--- src/rtl/box_input_conditioner.sv ---
// Pad/start/super front end: 2-flop sync, per-channel debounce, legality filter
// and edge/level shaping for the game controller. `super` is a reserved word, so
// the debounced super level leaves on super_level.
module box_input_conditioner #(
  parameter int DB_LIMIT       = 50000,
  parameter int DB_CNT_W       = 16,
  parameter int MAX_ACTIVE     = 2,
  parameter int PAD_ACTIVE_LOW = 0
) (
  input  logic       clk,
  input  logic       rst,
  input  logic [8:0] pad_raw,
  input  logic       start_raw,
  input  logic       super_raw,
  output logic [8:0] box,
  output logic       box_changed,
  output logic       start,
  output logic       super_level,
  output logic [3:0] active_count,
  output logic       overload
);

  // Channel map: [8:0] pads, [9] start, [10] super (super is never inverted).
  localparam int unsigned N = 11;
  localparam logic [N-1:0] INV_MASK = (PAD_ACTIVE_LOW != 0) ? {1'b0, {10{1'b1}}} : '0;
  localparam logic [DB_CNT_W-1:0] CNT_LAST = DB_CNT_W'(DB_LIMIT - 1);
  localparam logic [3:0] MAX_CNT = 4'(MAX_ACTIVE);

  logic [N-1:0]        raw;
  logic [N-1:0]        sync1;
  logic [N-1:0]        sync2;
  logic [N-1:0]        db;
  logic [DB_CNT_W-1:0] cnt [N];
  logic                start_db_q;
  logic [3:0]          pad_count;

  assign raw = {super_raw, start_raw, pad_raw} ^ INV_MASK;

  always_comb begin
    pad_count = '0;
    for (int unsigned i = 0; i < 9; i++) begin
      pad_count = pad_count + {3'b000, db[i]};
    end
  end

  // A non-zero counter means the channel is pending; any agreement drops it back.
  always_ff @(posedge clk) begin
    if (rst) begin
      sync1 <= '0;
      sync2 <= '0;
      db    <= '0;
      for (int unsigned i = 0; i < N; i++) begin
        cnt[i] <= '0;
      end
    end else begin
      sync1 <= raw;
      sync2 <= sync1;
      for (int unsigned i = 0; i < N; i++) begin
        if (sync2[i] == db[i]) begin
          cnt[i] <= '0;
        end else if (cnt[i] == CNT_LAST) begin
          db[i]  <= sync2[i];
          cnt[i] <= '0;
        end else begin
          cnt[i] <= cnt[i] + DB_CNT_W'(1);
        end
      end
    end
  end

  always_ff @(posedge clk) begin
    if (rst) begin
      box          <= '0;
      box_changed  <= 1'b0;
      start        <= 1'b0;
      start_db_q   <= 1'b0;
      super_level  <= 1'b0;
      active_count <= '0;
      overload     <= 1'b0;
    end else begin
      active_count <= pad_count;
      start_db_q   <= db[9];
      start        <= db[9] & ~start_db_q;
      super_level  <= db[10];
      // Over the limit, box freezes so the controller never sees an illegal press.
      if (pad_count <= MAX_CNT) begin
        box         <= db[8:0];
        box_changed <= (db[8:0] != box);
        overload    <= 1'b0;
      end else begin
        box_changed <= 1'b0;
        overload    <= 1'b1;
      end
    end
  end

endmodule

--- config.mk ---
export PLATFORM = sky130hd
export DESIGN_NAME = box_input_conditioner
export DESIGN_NICKNAME = d
export VERILOG_FILES = /design/src/rtl/box_input_conditioner.sv
export SDC_FILE = /design/constraint.sdc
export NUM_CORES = 1
export LEC_CHECK = 0
export CORE_MARGIN = 3
export CORE_UTILIZATION = 40
export CTS_CLUSTER_SIZE = 25
export DETAILED_ROUTE_END_ITERATION = 8
export REMOVE_ABC_BUFFERS = 1
export SLEW_MARGIN = 10
export SYNTH_ARGS = -nofsm -noshare
export SYNTH_HDL_FRONTEND = slang
export SYNTH_SLANG_ARGS = --single-unit
--- constraint.sdc ---
create_clock -name clk -period 4.6 [get_ports clk]
set_input_delay 0.69 -clock clk [delete_from_list [all_inputs] [get_ports clk]]
set_output_delay 0.69 -clock clk [all_outputs]
set_load 0.05 [all_outputs]
==> summary.txt <==
Status -> finished, final reports clean
Synth-to-layout area growth -> 19.3%
Cell area after layout -> 13600 sq um
Via count -> 7737
First-pass GRT wire length -> 35100 um
First-pass detailed-route iteration total -> 6
Iter 0 DRT Violations -> 375
DRT antenna net count -> 0
Avg Cell Area, Syn -> 10.8 sq um
Power per cell area -> 342 nW/um^2
Tightest Pin Transition -> 1.17 ns
Peak supply drop -> 0.257 mV
NetSw -> 0.973 mW
Input/output buffers -> 29
Critical-path cell list -> inv_1 -> fa_1 -> fa_1 -> fa_1 -> inv_1 -> fa_1 -> inv_1 -> fa_1 -> inv_1 -> a221oi_1 -> nor2b_1 -> o31a_1
Crit path largest cell delay -> 0.64 ns
Count leader, synth -> nor2_1
Tmin final -> 4.09 ns
Num ports -> 30
Root buf cell -> clkbuf_16
Total grt overflow -> 0
Register share of total power -> 0.509
Synth Instances -> 1062
Chip width -> 175 um
Clock share of power -> 0.455
Share of cells above drive strength 1 -> 0.0404
Net Sw Frac -> 0.209
Max Buffers Root-to-Sink -> 3
Synth top cells by count -> 211 x nor2_1, 176 x edfxtp_1, 141 x xnor2_1
EDFF count, synth -> 176
Top cell by count, worst path -> fa_1
Worst-path maximum fanout -> 10
Half-perimeter wire length after placement -> 14100 um
HP Class -> flop to flop
Setup-failing EPs final -> 0
GPL Wtd Cong -> 0.776
Post-synth ARST share -> 0
Cts hold-fix bufs -> 0
Pleak -> 4.70 nW
Final period util -> 0.890
Critical Path End Type -> flop
Slew headroom -> 0.216
Clock-pin slew on the worst setup and hold paths -> 0.06 ns
Drt total wl -> 20000 um
# Max-Cap Violations -> 0
Number of synthesis warnings -> 0
Area after DPL -> 12700 sq um
Area contributors post-synth -> edfxtp_1 46%, xnor2_1 11%, dfxtp_1 8.9%, nor2_1 6.9%, nand4_1 2.7%
Die Area -> 30600 sq um
Clock latency on the worst-skew pair -> 0.52 ns
RSZ-0062 raised after global routing -> false
Row cnt -> 61
Number of global-route vias before repair -> 7506
Yosys top cell area share -> 0.463
Critical path class -> flop to flop
Final hold vios -> 0
Cts bufs inserted -> 26
Top_reg_cell synth -> edfxtp_1
Fillers -> 2631
Synthesized flop and latch total -> 227
Post-CTS Setup Inserts -> 0
Register area share after synthesis -> 0.552
Nets -> 1299
Global Route Usage Sum -> 0.134
Antenna violations before repair -> 0
ANT cells -> 0
Final setup TNS -> 0 ns
Required @ worst endpoint -> 5.06 ns
Per-cell routed wire length -> 12.0 um
Clk_skew -> 0.00737 ns
CTS tree -> done
Die height -> 175 um
Initial Util -> 0.409
F_max -> 244 MHz
Clock sink count -> 227
Logic pwr share -> 0.037
Arrival time at the worst endpoint -> 4.56 ns
Crit path launch type -> flop
Slowest cell on crit path -> nor2b_1
H-tree levels -> 1
Detailed-route vias per instance -> 4.64
Post_cts resized -> 0
Mapped Area -> 11400 sq um
Final Slew Violations -> 0
Core area -> 27900 sq um
Internal power -> 3.68 mW
Drt drc -> 0
Synth area leader -> edfxtp_1
Largest net degree at the start of global routing -> 33
Count of unique library cells instantiated by Yosys -> 48
## stage by stage
stage	total power, mW	worst slack (ns)	utilization	hold slack, ns	std cells
after floorplan	2.52	0.954	-	0.367	1209
after global placement	2.57	0.628	0.455	0.372	1618
after detailed placement	2.58	0.510	0.455	0.380	1618
after CTS	4.72	0.496	0.487	0.389	1666
after global routing	4.85	0.148	0.487	0.405	1666
final	4.65	0.506	0.487	0.385	1666
## area by class of cell
type,count,area [sq um],area share
inverter,51,191,0.0141
sequential,227,6310,0.463
tap,378,473,0.0347
clock buffer,44,895,0.0657
timing repair buffer,31,300,0.0221
clock inverter,4,21.3,0.00156
multi-input combinational,931,5430,0.399
## sequential cells by signal, summed over array words and instances, names as in the netlist
name	flops
cnt	176
start_db_q	1
sync1	11
box	9
overload	1
super_level	1
box_changed	1
sync2	11
active_count	4
start	1
db	11
## final timing paths
kind | from | endpoint | slack [ns] | cells past startpoint
hold reg to reg | start_db_q | start | 0.38 | 1
hold / removal | start_db_q | start | 0.38 | 1
setup / recovery | db[0] | box_changed | 0.51 | 12
setup reg to reg | db[0] | box_changed | 0.51 | 12
## routing by layer
layer / wire (um) / vias to the layer above / global-route usage / part of all wire
met5: 0 / - / 0 / 0
met2: 8870 / 64 / 0.216 / 0.44
met1: 10100 / 3623 / 0.190 / 0.50
met4: 518 / 0 / 0.0369 / 0.026
li1: - / 4014 / - / -
met3: 565 / 36 / 0.0200 / 0.028
## layout by cell type (no fill, tap or decap), types with 2 or more instances in the layout
master and n:
nand2_1 37, clkbuf_16 31, nor3_1 42, nor4_1 47
nor4b_1 5, nand4b_1 6, nand3_1 56, xor2_1 33
clkbuf_1 6, o21ai_0 2, or4b_1 4, or4bb_1 5
ha_1 13, and3_1 9, inv_1 51, xnor2_1 141
edfxtp_1 176, clkdlybuf4s50_1 28, buf_4 2, or4_1 4
or4b_2 2, nand2b_1 2, nor4bb_1 4, nor2_1 211
a22o_1 9, or3_1 8, clkinv_2 2, or4_4 2
nor2b_1 30, and4_1 5, dfxtp_1 51, clkbuf_8 7
mux2i_1 10, nand4_1 50, fa_1 5, conb_1 176
## worst max-delay path, delay by kind of cell (launching register included)
kind            cells  cell delay (ns)
compound gates      2             0.54
simple gates        1             0.64
fa+ha+maj           5             2.16
buf+inv             4             0.28
flops               1             0.42
## kinds of logic after synthesis
kind of cell | count (synthesis) | share of synthesized area
muxes | 10 | 0.00877
DFF | 227 | 0.552
xor gates and xnor gates | 174 | 0.133
and+or+nand+nor | 535 | 0.239
buffers and inverters | 79 | 0.0297
other | 1 | 0.000328
AOI/OAI and AO/OA | 18 | 0.0130
adders and majority gates | 18 | 0.0230
## power groups by stage
stage | clock network [mW] | logic, mW | registers, mW
after floorplan | 0 | 0.130 | 2.39
after global placement | 0 | 0.167 | 2.41
after detailed placement | 0 | 0.167 | 2.41
after CTS | 2.19 | 0.169 | 2.37
after global routing | 2.27 | 0.199 | 2.38
final | 2.12 | 0.170 | 2.37
(Power assumes the default switching activity.)
